--- src/rtl/imem_loader_ctrl.sv ---
// Boot loader: receives a framed program over the UART byte stream, writes it into
// instruction memory and releases the CPU once the checksum matches.
module imem_loader_ctrl #(
  parameter logic [7:0] SYNC_BYTE      = 8'hA5,
  parameter int         MAX_WORDS      = 1024,
  parameter int         TIMEOUT_CYCLES = 500000
) (
  input  logic        CLK,
  input  logic        RESET,
  input  logic        reload_n,
  input  logic [7:0]  rx_data,
  input  logic        rx_valid,
  output logic        imem_we,
  output logic [15:0] imem_addr,
  output logic [15:0] imem_wdata,
  output logic        cpu_hold,
  output logic        cpu_run,
  output logic        load_busy,
  output logic        load_err,
  output logic [15:0] word_count
);
  localparam int             TW       = $clog2(TIMEOUT_CYCLES + 1);
  localparam logic [TW-1:0]  TMO_LAST = TW'(TIMEOUT_CYCLES - 1);
  localparam logic [16:0]    MAXW     = 17'(MAX_WORDS);

  typedef enum logic [3:0] {IDLE, CNT_L, CNT_H, DAT_L, DAT_H, CSUM, DONE, RUN, ERR} state_t;

  state_t        state, nxt;
  logic [15:0]   cnt;
  logic [7:0]    lsb;
  logic [7:0]    sum;
  logic [TW-1:0] tmo;
  logic          busy, tmo_hit, take;
  logic [15:0]   n_rx;

  assign n_rx    = {rx_data, lsb};
  assign busy    = state inside {CNT_L, CNT_H, DAT_L, DAT_H, CSUM};
  assign tmo_hit = busy && !rx_valid && (tmo == TMO_LAST);
  assign take    = reload_n && rx_valid;

  always_comb begin
    nxt = state;
    if (!reload_n) nxt = IDLE;
    else begin
      case (state)
        IDLE:  if (rx_valid && rx_data == SYNC_BYTE) nxt = CNT_L;
        CNT_L: if (rx_valid) nxt = CNT_H;
        CNT_H: if (rx_valid) begin
                 if ({1'b0, n_rx} > MAXW) nxt = ERR;
                 else if (n_rx == 16'd0)  nxt = CSUM;
                 else                     nxt = DAT_L;
               end
        DAT_L: if (rx_valid) nxt = DAT_H;
        // imem_addr already holds the index of the word being completed here
        DAT_H: if (rx_valid) nxt = (imem_addr == cnt - 16'd1) ? CSUM : DAT_L;
        CSUM:  if (rx_valid) nxt = (rx_data == sum) ? DONE : ERR;
        DONE:  nxt = RUN;
        RUN:   nxt = RUN;
        ERR:   nxt = ERR;
        default: nxt = IDLE;
      endcase
      if (tmo_hit) nxt = ERR;
    end
  end

  always_ff @(posedge CLK or negedge RESET) begin
    if (!RESET) begin
      state      <= IDLE;
      imem_we    <= 1'b0;
      imem_addr  <= '0;
      imem_wdata <= '0;
      word_count <= '0;
      cpu_hold   <= 1'b1;
      cpu_run    <= 1'b0;
      load_busy  <= 1'b0;
      load_err   <= 1'b0;
      sum        <= '0;
      tmo        <= '0;
      cnt        <= '0;
      lsb        <= '0;
    end else begin
      state     <= nxt;
      cpu_hold  <= !(nxt inside {DONE, RUN});
      cpu_run   <= (nxt == RUN);
      load_busy <= nxt inside {CNT_L, CNT_H, DAT_L, DAT_H, CSUM};
      load_err  <= (nxt == ERR);
      imem_we   <= take && (state == DAT_H);

      // a write that has already gone out is always accounted for, even if aborted next
      if (imem_we) begin
        imem_addr  <= imem_addr + 16'd1;
        word_count <= word_count + 16'd1;
      end

      if (!reload_n || !busy || rx_valid || tmo_hit) tmo <= '0;
      else                                          tmo <= tmo + TW'(1);

      if (take) begin
        case (state)
          CNT_L: lsb <= rx_data;
          CNT_H: begin
            cnt        <= n_rx;
            imem_addr  <= '0;
            word_count <= '0;
            sum        <= '0;
          end
          DAT_L: begin
            lsb <= rx_data;
            sum <= sum + rx_data;
          end
          DAT_H: begin
            imem_wdata <= n_rx;
            sum        <= sum + rx_data;
          end
          default: ;
        endcase
      end
    end
  end
endmodule

--- config.mk ---
export PLATFORM = sky130hd
export DESIGN_NAME = imem_loader_ctrl
export DESIGN_NICKNAME = d
export VERILOG_FILES = /design/src/rtl/imem_loader_ctrl.sv
export SDC_FILE = /design/constraint.sdc
export NUM_CORES = 1
export LEC_CHECK = 0
export ABC_AREA = 1
export ABC_CLOCK_PERIOD_IN_PS = 2070
export CAP_MARGIN = 20
export CORE_ASPECT_RATIO = 1.4
export CORE_UTILIZATION = 35
export CTS_CLUSTER_DIAMETER = 30
export DETAILED_ROUTE_END_ITERATION = 6
export HOLD_SLACK_MARGIN = 0.1
export PLACE_DENSITY = 0.56
export RECOVER_POWER = 50
export SETUP_SLACK_MARGIN = 0.2
export SLEW_MARGIN = 20
export SYNTH_ARGS = -nofsm -noshare
export SYNTH_HDL_FRONTEND = slang
export SYNTH_SLANG_ARGS = --single-unit
--- constraint.sdc ---
create_clock -name CLK -period 2.07 [get_ports CLK]
set_input_delay 0.621 -clock CLK [delete_from_list [all_inputs] [get_ports CLK]]
set_output_delay 0.621 -clock CLK [all_outputs]
set_load 0.01 [all_outputs]
== Word level (Yosys, flattened, before mapping) ==
Index checks and enable logic that the tools add are counted.

* Flip-flop bits (word level): 108
* Bits in latches: 0
* Memory bits (writable): 0
* Memory bits (read-only): 0
* Bits of input ports: 12
* Output and inout port bits: 53
* Word-level logic and storage cells: 85
* Memories kept: 0

* Add/subtract/negate cells: 5
* $mul: 0
* Div/mod/pow operators: 0
* Order comparisons: 1
* Equality and inequality tests: 20
* Shifts and indexed selects: 0
* Muxes and demuxes: 21
* Bitwise operators: 0
* Reduce and logical (&&, ||, !) cells: 25

{| class="wikitable"
|+ Operators with widths
! kind !! number
|-
| $mux W16 || 6
|-
| $mux W4 || 10
|-
| $add A16 B1 Y16 const B || 2
|-
| $eq A4 B3 Y1 const B || 8
|-
| $pmux W4 S8 || 1
|-
| $add A19 B1 Y19 const B || 1
|-
| $eq A19 B19 Y1 const B || 1
|-
| $mux W19 || 1
|-
| $eq A16 B16 Y1 || 1
|-
| $eq A4 B2 Y1 const B || 4
|-
| $gt A16 B11 Y1 const B || 1
|-
| $logic_not A16 Y1 || 1
|-
| $pmux W8 S2 || 1
|-
| $sub A16 B1 Y16 const B || 1
|-
| $reduce_bool A5 Y1 || 2
|-
| $add A8 B8 Y8 || 1
|-
| $eq A4 B1 Y1 const B || 2
|-
| $eq A4 B4 Y1 const B || 2
|-
| $eq A8 B8 Y1 || 1
|-
| $eq A8 B8 Y1 const B || 1
|-
| $reduce_and A2 Y1 || 4
|-
| $mux W3 || 2
|-
| $reduce_or A2 Y1 || 3
|-
| $logic_and A1 B1 Y1 || 5
|-
| other kinds (4) || 10
|}

== Logic depth before layout (Yosys ltp) ==
* Depth in word-level cells: 10
* Depth in mapped cells: 19
* Depth with buffers taken out: 19

== Worst setup path before layout ==
No wires, ideal clock.

* Kind: in2reg
* From: in rx_data[0]
* To: reg sum[6]
* Setup time: 132 ps
* Arrival: 1912 ps
* Data required time: 1938 ps
* Slack: 27 ps
* Stages: 10
* Path buffers: 0
* Path through: ha_1 -> fa_1 -> inv_1 -> o31ai_1 -> and2_1 -> nor2_1 -> nor2_1 -> nor2_1 -> xor2_1 -> o22ai_1

* Longest elaborated chain between the ends: 2

{| class="wikitable"
|+ RTL lines
! what !! line !! RTL
|-
| start, declared || 11 || <nowiki>input logic [7:0] rx_data,</nowiki>
|-
| $add A8 B8 Y8 || 109, 113 ||
|-
| $pmux W8 S2 || 99 || <nowiki>case (state)</nowiki>
|-
| end signal, assigned || 109 || <nowiki>sum <= sum + rx_data;</nowiki>
|-
| end signal, assigned || 113 || <nowiki>sum <= sum + rx_data;</nowiki>
|-
| end, declared || 31 || <nowiki>logic [7:0] sum;</nowiki>
|}

Every way passes these cells.
A chain may end at the register's enable or synchronous reset.

== Final worst setup path ==
* From: reg cnt[1]
* To: reg load_busy

* Longest elaborated chain between the ends: 9
* Elaborated cells on any way between the ends: 13
* Those cells by class: add/sub: 1; eq/ne: 6; mux: 5; reduce/logical: 1

{| class="wikitable"
|+ RTL lines
! what !! line !! RTL
|-
| start, declared || 29 || <nowiki>logic [15:0] cnt;</nowiki>
|-
| start signal, assigned || 102 || <nowiki>cnt <= n_rx;</nowiki>
|-
| $sub A16 B1 Y16 (*) || 55 || <nowiki>DAT_H: if (rx_valid) nxt = (imem_addr == cnt - 16'd1) ? CSUM : DAT_L;</nowiki>
|-
| $eq A16 B16 Y1 (*) || 55 ||
|-
| $mux W3 (*) || 55 ||
|-
| $mux W4 (*) || 55 ||
|-
| $pmux W4 S8 (*) || 45 || <nowiki>case (state)</nowiki>
|-
| $mux W4 (*) || 62 || <nowiki>if (tmo_hit) nxt = ERR;</nowiki>
|-
| $mux W4 (*) || 43 || <nowiki>if (!reload_n) nxt = IDLE;</nowiki>
|-
| net nxt[2] || 28 || <nowiki>state_t state, nxt;</nowiki>
|-
| $eq A4 B1 Y1, or another cell as far along || 85 || <nowiki>load_busy <= nxt inside {CNT_L, CNT_H, DAT_L, DAT_H, CSUM};</nowiki>
|-
| $reduce_bool A5 Y1 (*) || 85 ||
|-
| end signal, assigned || 85 ||
|-
| end, declared || 18 || <nowiki>output logic load_busy,</nowiki>
|}

The timed path passes the listed nets; every way through them passes the cells marked *.

==> reports/results.ini <==
[outcome]
status = finished with violations
violations = design-rule violations, negative setup slack

[clocking]
clk_pin_slew_ns = 0.08
clockRootBuffer = clkbuf_16
clock_latency_ns = 0.37
hold_buffers = 0
ctsHtreeMaxLevel = 3
clock_path_buffers = 2
cts_buffers = 9
clock_sinks = 108
cts_tree = yes

[synthesis]
ys_warn_count = 0
synth_area_sq_mm = 0.00594
ys_seq_area_share_pct = 45.5
yosysUniqueCellTypes = 41
syn-mean-instance-area_sq_um = 7.77
synth_most_common_cell = nand2_1
async_reset_ff_share_pct = 100
synth_top_area_share_pct = 45.1
synthCells = 765
yosys-top-cells-area = dfrtp_1, nand2_1, inv_1, nor2_1, o21ai_0
synth_fp_nets = 789
synthTopCellsByCount = nand2_1, inv_1, dfrtp_1
synth_largest_area_cell = dfrtp_1
synth-edff-count = 0
synth_ff_type = dfrtp_1
synth.ff_latch_count = 108

[detailed_routing]
vias_per_cell = 4.79
first_iter_violations = 246
vias = 5649
wire_per_inst_um = 13.6
dr.pass1.iters = 6
remaining_drc_errors = 4
ant_nets = 0
wl_um = 16100

[min_path]
hp-class = reg -> reg
hold_path_end = imem_wdata[9]$_DFFE_PN0P_
holdPathStages = 2
holdCritStartpoint = imem_wdata[9]$_DFFE_PN0P_

[die]
fp-row-count = 56
fp.dieH_um = 156
core_sq_mm = 0.0167
dieArea_sq_mm = 0.0175
start_util_pct = 35.6
die_w_um = 112
boundaryPins = 65

[timing]
period_share_pct = 101
fin_crit_ns = 2.10
hold_viol = 0
hold_slack_ns = 0.488
setup_viol = 3
skew_ns = 0.00919
rsz0062_at_grt = true
drv_slew = 0
relSlewSlack_pct = 2.76
tightest_slew_ns = 1.46
fin_ws_ns = -0.0303
max_freq_mhz = 476

[worst_setup_path]
arrival_ns = 2.36
cp.depth = 18
worstPathMaxFanout = 4
required_ns = 2.33
crit_family = simple AND/OR/NAND/NOR gates
crit_type = reg -> reg
rr_worst_depth = 18
slowest_stage = dfrtp_1
r2r_slack_ns = -0.03
path_buf_inv = 3
critPathMaxStageDelay_ns = 0.40
worst_path_most_repeated_cell = nand2_1
reg2reg_from = cnt[1]$_DFFE_PN0P_
cp-end-kind = flop
cp-start-kind = flop
worstPathCellList = inv_2, ha_4, buf_6, inv_2, nand2_1, nand2_1, nand2_1, nand2_1, nor2_2, nand4_1, nor2_2, nand2_2, nand2_2, nand2_4, a21oi_4, nand2_2, nand2_1, nor2_1
worstReg2RegEnd = load_busy$_DFF_PN0_

[grt]
antenna_found_initial = 0
grt_max_degree = 45
grt_util_all_layers_pct = 18.9
grt_pass1_wl_um = 26100
first_global_vias = 5541
overflow = 0

[layout]
num_antenna_cells = 0
drive_gt1_share_pct = 35.1
fillerInstances = 1602
nets = 996
syn_to_final_growth_pct = 49.4

[place]
gp_congestion = 0.850
dp_hpwl_um = 11500
portBuffers = 64

[pwr]
irDropWorstVdd_mv = 0.370
totalPowerFinal_w = 0.00493
p_leak_nw = 4.38
power.density_mw_per_mm2 = 555

[flow_run]
maxCapViolations = 0

layer usage:
| metal | GRT usage [%] | vias to the layer above | wire, um |
|---|---|---|---|
| met1 | 21.1 | 2677 | 6520 |
| li1 | - | 2870 | - |
| met4 | 7.75 | 0 | 378 |
| met3 | 3.03 | 26 | 343 |
| met2 | 35.6 | 76 | 8860 |
| met5 | 0 | - | 0 |
sequential cells by signal, indices dropped and copies added (netlist names):
register	count
sum	8
load_err	1
word_count	16
imem_we	1
state	4
cpu_hold	1
cnt	16
tmo	19
load_busy	1
lsb	8
imem_wdata	16
cpu_run	1
imem_addr	16
worst reg2reg max path, stage by stage (launching register included):
cell and delay [ns]:
dfrtp_1 0.40, inv_2 0.08, ha_4 0.19, buf_6 0.11, inv_2 0.02, nand2_1 0.06, nand2_1 0.05, nand2_1 0.05
nand2_1 0.07, nor2_2 0.12, nand4_1 0.12, nor2_2 0.14, nand2_2 0.09, nand2_2 0.08, nand2_4 0.07, a21oi_4 0.16
nand2_2 0.08, nand2_1 0.06, nor2_1 0.04
where the power goes:
group / switching, W / internal (W)
Sequential: 0.000105 / 0.00221
Clock: 0.000868 / 0.000839
Combinational: 0.000457 / 0.000450
layout by cell type, fill, tap and decap left out, types with 5 or more instances in the layout:
cell type       synthesis  layout
xor2_1                 19      19
nand3b_1                5       5
a21oi_1                28      22
nor2_1                 81      53
nand3_4                 0       7
inv_2                   7      22
nand4_1                10      10
nor2_4                  5      23
nand3_2                 2       6
clkbuf_16               0       9
nand2_4                 0       6
nor2_2                 10      20
a31oi_1                 5       5
buf_6                   0      12
nand2_2                 8      24
dfrtp_2                 0      10
ha_4                    0       8
nor3_1                 21      13
dlygate4sd2_1           0      49
buf_4                   0     127
nand2_1               168     146
inv_1                 113      96
xnor2_1                 8       6
nand3_1                44      33
nor4_1                  7       5
nor3b_2                 1       5
dfrtp_1               107      97
dlymetal6s2s_1          0       5
nor3_2                  5      10
o21ai_0                56      52
kinds of logic (layout without fill, tap and decap cells):
logic type	count (synthesis)	in the layout	share of synthesized area (%)
AO/OA/AOI/OAI	103	103	9.37
buffers and inverters	133	345	8.49
AND/OR/NAND/NOR	382	382	30.0
XOR/XNOR	27	27	3.98
flip-flops	108	108	45.5
adder cells (fa/ha/maj)	12	12	2.65
stage by stage:
stage / setup slack, ns / util [%] / area, sq um / instances / TNS, ns
after CTS: 0.0338 / 49.8 / 8310 / 1158 / 0
after global placement: -0.630 / 45.6 / 7600 / 1106 / -7.91
after detailed placement: -0.635 / 45.6 / 7600 / 1106 / -9.08
after floorplan: 0.145 / - / 6050 / 765 / 0
after global routing: -0.205 / 53.2 / 8880 / 1180 / -0.788
final: -0.0303 / 53.2 / 8880 / 1180 / -0.0541
cell type report:
| type | instances | area [sq um] | share of cell area, % |
|---|---|---|---|
| Clock buffer | 9 | 225 | 2.54 |
| Clock inverter | 7 | 60.1 | 0.677 |
| Inverter | 120 | 455 | 5.13 |
| Multi-Input combinational cell | 524 | 3420 | 38.6 |
| Sequential cell | 108 | 2720 | 30.6 |
| Tap cell | 203 | 254 | 2.86 |
| Timing Repair Buffer | 209 | 1740 | 19.6 |
worst max path at each step:
stage                  startpoint                  end  slack, ns
2_1_floorplan          rx_data[0]   sum[6]$_DFFE_PN0P_       0.15
3_3_place_gp           rx_data[1]  load_busy$_DFF_PN0_      -0.63
3_5_place_dp           rx_data[0]  load_busy$_DFF_PN0_      -0.64
4_1_cts        cnt[1]$_DFFE_PN0P_  load_busy$_DFF_PN0_       0.03
5_1_grt        cnt[1]$_DFFE_PN0P_  load_busy$_DFF_PN0_      -0.20
6_report       cnt[1]$_DFFE_PN0P_  load_busy$_DFF_PN0_      -0.03
timing repair:
item | 4_1_cts | 5_1_grt
buffers inserted | 36 | 22
resized for setup | 133 | 122
pin swaps | 36 | 65
endpoints found under the setup margin | 87 | 76
No activity file was read; power rests on OpenSTA's default activity.
